--- src/rtl/i2c_wr_master.sv ---
// i2c_wr_master: write-only I2C master that sends one 3-byte frame per request.
// A frame is START, 3 x (8 data bits + ACK), then STOP. Each bit slot is four
// quarters of DIV clk cycles. SCL is low in q0/q1 and high in q2/q3. SDA
// changes at q0 entry.
//
// Parameters:
//   DIV      clk cycles per SCL quarter-period (2..1023)
// Ports:
//   clk      system clock, rising edge
//   reset_n  asynchronous active-low reset
//   start    one-cycle request, accepted only in IDLE (and not on the done cycle)
//   data     frame: [23:16] address+R/W, [15:8] byte 1, [7:0] byte 2, MSB first
//   busy     high from the cycle after an accepted start until done
//   done     one-cycle pulse at frame end
//   ack_err  sticky NACK flag for the current frame
//   i2c_sclk SCL, push-pull, idle high
//   sda      open-drain SDA control (1 = release, 0 = drive low)
//   sda_in   sampled SDA bus level
//
// Build option:
//   I2C_NACK_ABORT_EN  when defined, a NACK ends the data phase after that ACK
//                      slot and the frame goes straight to STOP.
module i2c_wr_master #(
  parameter int unsigned DIV = 125
) (
  input  logic        clk,
  input  logic        reset_n,
  input  logic        start,
  input  logic [23:0] data,
  output logic        busy,
  output logic        done,
  output logic        ack_err,
  output logic        i2c_sclk,
  output logic        sda,
  input  logic        sda_in
);

  localparam logic [1:0] S_IDLE  = 2'd0;
  localparam logic [1:0] S_START = 2'd1;
  localparam logic [1:0] S_BITS  = 2'd2;
  localparam logic [1:0] S_STOP  = 2'd3;

  localparam logic [9:0] CNT_LAST = 10'(DIV - 1);

  logic [1:0]  state,    state_n;
  logic [9:0]  qcnt,     qcnt_n;
  logic [1:0]  quarter,  quarter_n;
  logic [3:0]  bit_pos,  bit_pos_n;
  logic [1:0]  byte_idx, byte_idx_n;
  logic [23:0] shreg,    shreg_n;
  logic        ack_n;
  logic        done_n;
  logic        sclk_n;
  logic        sda_n;
  logic        tick;
  logic        slot_end;
  logic        abort_now;

  assign tick     = (qcnt == CNT_LAST);
  assign slot_end = tick && (quarter == 2'd3);

`ifdef I2C_NACK_ABORT_EN
  // ack_err is cleared on start and sampled in q2, so at the end of an ACK
  // slot it is only set if this frame has just seen its first NACK.
  assign abort_now = ack_err;
`else
  assign abort_now = 1'b0;
`endif

  always_comb begin
    state_n    = state;
    qcnt_n     = qcnt;
    quarter_n  = quarter;
    bit_pos_n  = bit_pos;
    byte_idx_n = byte_idx;
    shreg_n    = shreg;
    ack_n      = ack_err;
    done_n     = 1'b0;

    if (state != S_IDLE) begin
      if (tick) begin
        qcnt_n    = '0;
        quarter_n = quarter + 2'd1;
      end else begin
        qcnt_n = qcnt + 10'd1;
      end
    end

    case (state)
      S_IDLE: begin
        // A start coinciding with the done pulse is deliberately dropped.
        if (start && !done) begin
          state_n    = S_START;
          qcnt_n     = '0;
          quarter_n  = '0;
          bit_pos_n  = '0;
          byte_idx_n = '0;
          shreg_n    = data;
          ack_n      = 1'b0;
        end
      end
      S_START: begin
        if (slot_end) state_n = S_BITS;
      end
      S_BITS: begin
        if (bit_pos == 4'd8 && quarter == 2'd2 && tick && sda_in) ack_n = 1'b1;
        if (slot_end) begin
          if (bit_pos == 4'd8) begin
            if (byte_idx == 2'd2 || abort_now) begin
              state_n = S_STOP;
            end else begin
              byte_idx_n = byte_idx + 2'd1;
              bit_pos_n  = '0;
            end
          end else begin
            bit_pos_n = bit_pos + 4'd1;
            shreg_n   = {shreg[22:0], 1'b0};
          end
        end
      end
      default: begin
        if (slot_end) begin
          state_n = S_IDLE;
          done_n  = 1'b1;
        end
      end
    endcase
  end

  // Bus levels are decoded from the next-state values and registered, so
  // SCL/SDA come straight from flops and line up with the slot boundaries.
  always_comb begin
    sclk_n = 1'b1;
    sda_n  = 1'b1;
    case (state_n)
      S_START: begin
        sclk_n = (quarter_n != 2'd3);
        sda_n  = (quarter_n < 2'd2);
      end
      S_BITS: begin
        sclk_n = quarter_n[1];
        sda_n  = (bit_pos_n == 4'd8) ? 1'b1 : shreg_n[23];
      end
      S_STOP: begin
        sclk_n = (quarter_n != 2'd0);
        sda_n  = quarter_n[1];
      end
      default: begin
        sclk_n = 1'b1;
        sda_n  = 1'b1;
      end
    endcase
  end

  always_ff @(posedge clk or negedge reset_n) begin
    if (!reset_n) begin
      state    <= S_IDLE;
      qcnt     <= '0;
      quarter  <= '0;
      bit_pos  <= '0;
      byte_idx <= '0;
      shreg    <= '0;
      ack_err  <= 1'b0;
      done     <= 1'b0;
      i2c_sclk <= 1'b1;
      sda      <= 1'b1;
    end else begin
      state    <= state_n;
      qcnt     <= qcnt_n;
      quarter  <= quarter_n;
      bit_pos  <= bit_pos_n;
      byte_idx <= byte_idx_n;
      shreg    <= shreg_n;
      ack_err  <= ack_n;
      done     <= done_n;
      i2c_sclk <= sclk_n;
      sda      <= sda_n;
    end
  end

  assign busy = (state != S_IDLE);

endmodule

--- config.mk ---
export PLATFORM = sky130hd
export DESIGN_NAME = i2c_wr_master
export DESIGN_NICKNAME = d
export VERILOG_FILES = /design/src/rtl/i2c_wr_master.sv
export SDC_FILE = /design/constraint.sdc
export NUM_CORES = 1
export LEC_CHECK = 0
export CELL_PAD_IN_SITES_DETAIL_PLACEMENT = 0
export CELL_PAD_IN_SITES_GLOBAL_PLACEMENT = 2
export CORE_MARGIN = 8
export CORE_UTILIZATION = 35
export DETAILED_ROUTE_END_ITERATION = 10
export PLACE_DENSITY_LB_ADDON = 0.05
export RECOVER_POWER = 50
export SYNTH_ARGS = -nofsm -noshare
export SYNTH_HDL_FRONTEND = slang
export SYNTH_SLANG_ARGS = --single-unit
--- constraint.sdc ---
create_clock -name clk -period 2.1 [get_ports clk]
set_input_delay 0.525 -clock clk [delete_from_list [all_inputs] [get_ports clk]]
set_output_delay 0.525 -clock clk [all_outputs]
set_load 0.1 [all_outputs]
Yosys cells after proc, flatten, opt, wreduce, memory -nomap -nowiden
Cells that the tools add are included.
{ "totals": {"elab_cells": 85, "out_inout_bits": 5, "reg_bits": 48, "in_bits": 28} }
{ "op_classes": {"addsub": 4, "n_mux": 37, "order_cmp": 1, "eq_ne": 18, "n_reduce_logical": 14} }
{ "ops": {"columns": ["operator", "n"], "rows": [
  ["$mux 24", 3],
  ["$pmux 24 s2", 1],
  ["$mux 10", 4],
  ["$mux 2", 14],
  ["$mux 4", 4],
  ["$ne 2x2->1 const B", 7],
  ["$eq 2x2->1 const B", 6],
  ["$add 10x1->10 const B", 1],
  ["$eq 10x7->1 const B", 1],
  ["$eq 4x4->1 const B", 2],
  ["$pmux 4 s2", 1],
  ["$pmux 1 s3", 2],
  ["$pmux 2 s3", 1],
  ["$reduce_bool 2->1", 3],
  ["$logic_and 1x1->1", 5],
  ["$mux 1", 5],
  ["$reduce_and 5->1", 1],
  ["$add 2x1->2 const B", 2],
  ["$add 4x1->4 const B", 1],
  ["$eq 2x1->1 const B", 2],
  ["$pmux 2 s2", 1],
  ["$reduce_and 4->1", 1],
  ["$reduce_and 3->1", 1],
  ["$reduce_or 3->1", 1],
  ["other kinds (4)", 4]
]} }

Depth between registers and ports, before layout
{ "depth": {"depth_word": 8, "depth_mapped": 9, "ltp_nobuf": 8} }

Least setup slack after synthesis
Ideal clock, no wire load.
{ "synth_path": {"path_type": "register -> register", "startpoint": "register state[1]", "endpoint": "register i2c_sclk", "arrival_time_ns": 2.197, "setup_time_ns": 0.077, "synth_period_minus_slack_ns": 2.274, "slack_ns": -0.174, "n_path_buf": 1, "stages_incl_launch_ff": 9, "path_cell_list": "dfrtp_1 > buf_6 > nor2_4 > inv_1 > nand4_1 > mux2_1 > a31oi_1 > nor3_1 > a31oi_1"} }
{ "synth_between": {"elab_chain_cells": 6, "word_cells_on_any_way": 20, "cone_classes": "6 x eq/ne; 11 x mux; 3 x reduce/logical"} }
{ "synth_lines": {"columns": ["element", "line_no", "rtl"], "rows": [
  ["start: declaration", "45", "logic [1:0] state, state_n;"],
  ["start signal: assignment", "168", "state <= state_n;"],
  ["$reduce_bool 2->1 *", null, null],
  ["via busy", "30", "output logic busy,"],
  ["$mux 2 *", "80", "if (state != S_IDLE) begin"],
  ["$mux 2", "92", "if (start && !done) begin"],
  ["$mux 2 *", "89", "case (state)"],
  ["$ne 2x2->1 / $reduce_bool 2->1 (equally long branches)", "137, 145", null],
  ["$pmux 1 s3 *", "135", "case (state_n)"],
  ["via sclk_n", "53", "logic sclk_n;"],
  ["end signal: assignment", "176", "i2c_sclk <= sclk_n;"],
  ["end: declaration", "33", "output logic i2c_sclk,"]
]} }
Mark *: on every way through the listed nets, which the timed path passes. The rest lies on a longest branch.
A chain may end at the register's enable or synchronous reset.

Worst setup path after layout
{ "layout_path": {"startpoint": "register qcnt[0]", "endpoint": "register sda"} }
{ "layout_between": {"word_cells_on_any_way": 21, "cone_classes": "1 x order compare; 5 x eq/ne; 14 x mux; 1 x reduce/logical"} }
{ "layout_rtl": {"columns": ["element", "line_no", "rtl"], "rows": [
  ["start: declaration", "46", "logic [9:0] qcnt, qcnt_n;"],
  ["start signal: assignment", "169", "qcnt <= qcnt_n;"],
  ["$eq 10x7->1", "59", "assign tick = (qcnt == CNT_LAST);"],
  ["$logic_and 1x1->1", "60", "assign slot_end = tick && (quarter == 2'd3);"],
  ["$mux 24", "107", "if (slot_end) begin"],
  ["$pmux 24 s2", "89", null],
  ["via shreg_n[23]", "50", "logic [23:0] shreg, shreg_n;"],
  ["$mux 1", "142", "sda_n = (bit_pos_n == 4'd8) ? 1'b1 : shreg_n[23];"],
  ["$pmux 1 s3", "135", null],
  ["via sda_n", "54", "logic sda_n;"],
  ["end signal: assignment", "177", "sda <= sda_n;"],
  ["end: declaration", "34", "output logic sda,"]
]} }
The timed path passes the listed nets, and every way through them passes these cells. The select of a mux whose other input is x is not followed.

==> results.rst <==
.. list-table::
   :header-rows: 1

   * - Metric
     - Value
   * - Status
     - finished, final reports clean
   * - Path category of the worst min-delay check
     - flip-flop to flip-flop
   * - Area of the core region
     - 7100 sq um
   * - Die X
     - 101 microns
   * - Cell type of the slowest stage on the worst timing path
     - sky130_fd_sc_hd__dfrtp_1
   * - Area added between synthesis and finish
     - 27.6%
   * - R2R Path Start
     - qcnt[0]$_DFF_PN0_
   * - Area of the mapped netlist
     - 2500 sq um
   * - Final Max Slew Viols
     - 0
   * - Vias per Instance
     - 4.81
   * - CTS Hold Buffers Added
     - 0
   * - Fraction of layout cells with a size suffix above 1
     - 20.3%
   * - Cell accounting for the most synthesized area
     - sky130_fd_sc_hd__dfrtp_1
   * - Clock period minus final worst setup slack
     - about 2000 ps
   * - Cell Count Post-Placement
     - 390
   * - Share of the cycle needed by the critical path after routing
     - 97.0%
   * - Avg Synthesized Cell Area
     - slightly above 10 sq um
   * - Psw
     - 368 uW
   * - Number of remaining DRC errors
     - 0
   * - Number of distinct library cells after synthesis
     - 52
   * - Number of failing setup endpoints in the final timing report
     - 0
   * - Final layout net count
     - about 330
   * - Crit path capture type
     - flip-flop
   * - Core utilization of the finished layout
     - 45.0%
   * - Inserted Clock Buffers
     - 5
   * - Max FO, Critical Path
     - 6
   * - Count of inserted antenna diode cells
     - 0
   * - Reported leakage power
     - 0.00144 uW
   * - GR Util met3
     - 3.04%
   * - Final TNS setup
     - 0 ps
   * - Top post-synthesis cells by area
     - sky130_fd_sc_hd__dfrtp_1 46%, sky130_fd_sc_hd__nand2_1 9.0%, sky130_fd_sc_hd__a22oi_1 6.6%
   * - Worst voltage drop across the vdd grid
     - approximately 240 uV
   * - Post-detail-place hpwl
     - 4140 microns
   * - Maximum number of buffers from clock root to sink
     - 2
   * - Most frequent cells after synthesis
     - 60 x sky130_fd_sc_hd__nand2_1, 46 x sky130_fd_sc_hd__dfrtp_1, 22 x sky130_fd_sc_hd__a22oi_1, 17 x sky130_fd_sc_hd__nor2_1, 14 x sky130_fd_sc_hd__inv_1
   * - Met1 Resource Use GR
     - 15.8%
   * - Clk network pwr share
     - a little over a third
   * - Worst-margin pin slew
     - 1220 ps
   * - CP top delay family
     - compound AO/OA/AOI/OAI gates
   * - Total routed wirelength
     - 5840 microns
   * - Placed Area
     - 3090 sq um
   * - Count of warnings emitted by yosys
     - 0
   * - Relative slew slack
     - 18.9%
   * - Die Outline Area
     - 10100 sq um
   * - Starting density of the core
     - 35.3%
   * - Flip-flop cell with the highest count after synthesis
     - sky130_fd_sc_hd__dfrtp_1
   * - Sequential cell area fraction in the yosys report
     - 48.1%
   * - Ys async rst share
     - 100%
   * - Synth Instances
     - 249
   * - Drt pass-1 iters
     - 4
   * - Combined buffer and inverter count along the critical path
     - 1
   * - Gp weighted congestion
     - 0.723
   * - Global-route wire length before repair
     - 10200 microns
   * - Pin count of the biggest net entering global routing
     - 49
   * - Synth top area share
     - 46.0%
   * - TritonCTS clock tree
     - done
   * - GR peak layer
     - met2
   * - Filler Cell Count
     - a little over 700
   * - Count of input and output buffers
     - 32
   * - H-tree level count
     - 2
   * - Total number of placement rows
     - 31
   * - Critical path startpoint category
     - flip-flop
   * - Critical path type
     - flip-flop to flip-flop
   * - Vias post-DR
     - roughly 1900
   * - Final standard cell count with taps included and fillers excluded
     - 399
   * - Met2 usage
     - 20.9%
   * - Post-Layout Inst Area
     - around 3200 sq um
   * - Number of global-route vias before repair
     - 2076
   * - Cell area power density
     - 511 nW/um^2
   * - Critical path cell sequence
     - inv_1, ha_1, and3b_1, nand4_4, nand2b_1, o311a_1, o32a_1
   * - Number of enable-type register cells in the synthesized netlist
     - 0
   * - DRC violation total after the first TritonRoute iteration
     - between 60 and 70
   * - Maximum clock frequency
     - a little under 500 MHz
   * - Worst Path Arrival
     - 2270 ps
   * - Latest clock arrival within the worst-skew pair
     - 300 ps
   * - Clock skew after layout
     - 9.35 ps
   * - Dominant cell by count in the synthesized netlist
     - sky130_fd_sc_hd__nand2_1
   * - Overall die height
     - 101 microns
   * - Switching part of the total power
     - 22.5%
   * - Final global-route overflow total
     - 0
   * - Startpoint of the most critical hold path
     - ack_err$_DFFE_PN0P_
   * - RSZ-0062 raised after global routing
     - yes
   * - Number of antenna violations at the first check in global routing
     - 0
   * - Number of flip-flops and latches in the synthesized netlist
     - 48
   * - Cell-internal power
     - 1260 uW
   * - Num ports
     - 33
   * - Root buffer selected by CTS
     - sky130_fd_sc_hd__clkbuf_8
   * - Pwr Total
     - 1630 uW
   * - Logic gate share of total power
     - 5.6%
   * - Syn Nets
     - 284
   * - Clock Pin Slew Worst Setup and Hold Paths
     - ~90 ps
   * - Clock sink count
     - 48
   * - Remaining antenna violation count
     - 0
   * - Critical path origin
     - qcnt[0]$_DFF_PN0_
   * - Per-cell routed wire length
     - 14.6 microns
   * - Max-capacitance violation count
     - 0
   * - Final hold violation count
     - 0
   * - Sequential group share of total power
     - 58.7%
   * - Data required time of the critical path
     - about 2300 ps
   * - Overall routing resource usage
     - between 10 and 15%
   * - Worst path max stage delay
     - 390 ps
-- path summary, 6_finish.rpt --
kind	slack (ps)	to	cells past startpoint
setup / recovery	60	sda$_DFF_PN1_	7
hold / removal	470	ack_err$_DFFE_PN0P_	2
setup reg to reg	60	sda$_DFF_PN1_	7
hold reg to reg	470	ack_err$_DFFE_PN0P_	2
max in group asynchronous	740	done$_DFF_PN0_	2
min in group asynchronous	540	shreg[5]$_DFFE_PN0P_	2
-- flip-flops by register name (all words and copies together), names as in the netlist --
name and count:
bit_pos 4, done 1, quarter 2, shreg 24, byte_idx 2, state 2
ack_err 1, sda 1, i2c_sclk 1, qcnt 10
-- power groups by stage --
stage | logic [uW] | clock network (uW) | registers, uW
4_1_cts | 98.6 | 606 | 959
3_3_place_gp | 98.6 | 0 | 977
5_1_grt | 105 | 634 | 962
3_5_place_dp | 98.3 | 0 | 977
6_report | 91.7 | 582 | 959
2_1_floorplan | 19.5 | 0 | 974
-- metrics by stage --
stage | worst slack, ps | hold WS (ps)
after floorplan | -9.30 | 229
after global placement | -188 | 456
after detailed placement | -205 | 462
after CTS | 48.2 | 201
after global routing | -60.7 | 502
final | 63.8 | 475
-- what timing repair did --
item                                    CTS  global route
setup buffers                             1             0
endpoints found under the setup margin    1             4
gates resized for setup                   0             4
hold endpoints to repair                  0             0
pin swaps                                 0             1
-- cell usage in the layout (no fill, tap or decap), types with 2 or more instances in the layout --
cell type,instances
sky130_fd_sc_hd__nand2_1,59
sky130_fd_sc_hd__dfrtp_1,45
sky130_fd_sc_hd__clkdlybuf4s50_1,26
sky130_fd_sc_hd__a22oi_1,22
sky130_fd_sc_hd__buf_4,19
sky130_fd_sc_hd__nor2_1,16
sky130_fd_sc_hd__inv_1,13
sky130_fd_sc_hd__ha_1,7
sky130_fd_sc_hd__clkbuf_8,6
sky130_fd_sc_hd__nand4_1,5
sky130_fd_sc_hd__nand3_1,5
sky130_fd_sc_hd__xor2_1,5
sky130_fd_sc_hd__xnor2_1,5
sky130_fd_sc_hd__o21ai_0,4
sky130_fd_sc_hd__buf_12,4
sky130_fd_sc_hd__nand3b_1,3
sky130_fd_sc_hd__a31oi_1,3
sky130_fd_sc_hd__nor2_4,2
sky130_fd_sc_hd__and4_2,2
sky130_fd_sc_hd__and3b_1,2
sky130_fd_sc_hd__nand4_4,2
sky130_fd_sc_hd__and3_1,2
sky130_fd_sc_hd__nor3_4,2
sky130_fd_sc_hd__nand2b_1,2
sky130_fd_sc_hd__o31ai_1,2
sky130_fd_sc_hd__o21ai_2,2
sky130_fd_sc_hd__clkinv_2,2
sky130_fd_sc_hd__dfstp_2,2
-- logic make-up (layout without fill, tap and decap cells) --
group           Yosys count  count (layout)  synth area share [%]
flops                    48              48                  48.1
buf+inv                  23              74                  4.30
simple gates            117             117                  25.8
fa+ha+maj                 7               7                  3.50
xor+xnor                 10              10                  3.50
compound gates           42              42                  14.0
mux                       2               2                 0.849
-- area by class of cell --
| class | count | area (sq um) | share of cell area, % |
|---|---|---|---|
| Inverter | 14 | 56.3 | 1.76 |
| Clock inverter | 2 | 10.0 | 0.313 |
| Tap cell | 99 | 124 | 3.88 |
| Clock buffer | 6 | 82.6 | 2.58 |
| Sequential cell | 48 | 1200 | 37.7 |
| Timing Repair Buffer | 52 | 504 | 15.8 |
| Multi-Input combinational cell | 178 | 1210 | 38.0 |
-- layer usage --
metal | vias up | share of wire (%)
met2 | 34 | 47
met3 | 6 | 4.0
met4 | 0 | 1.2
li1 | 966 | -
met1 | 915 | 48
met5 | - | 0
-- worst reg2reg max path, delay by kind of cell, from the launching register on --
family,cells,cell delay (ps)
AO/OA/AOI/OAI,2,680
AND/OR/NAND/NOR,3,650
flip-flops,1,390
adder cells (fa/ha/maj),1,180
buffers and inverters,1,60
(Power assumes the default switching activity.)
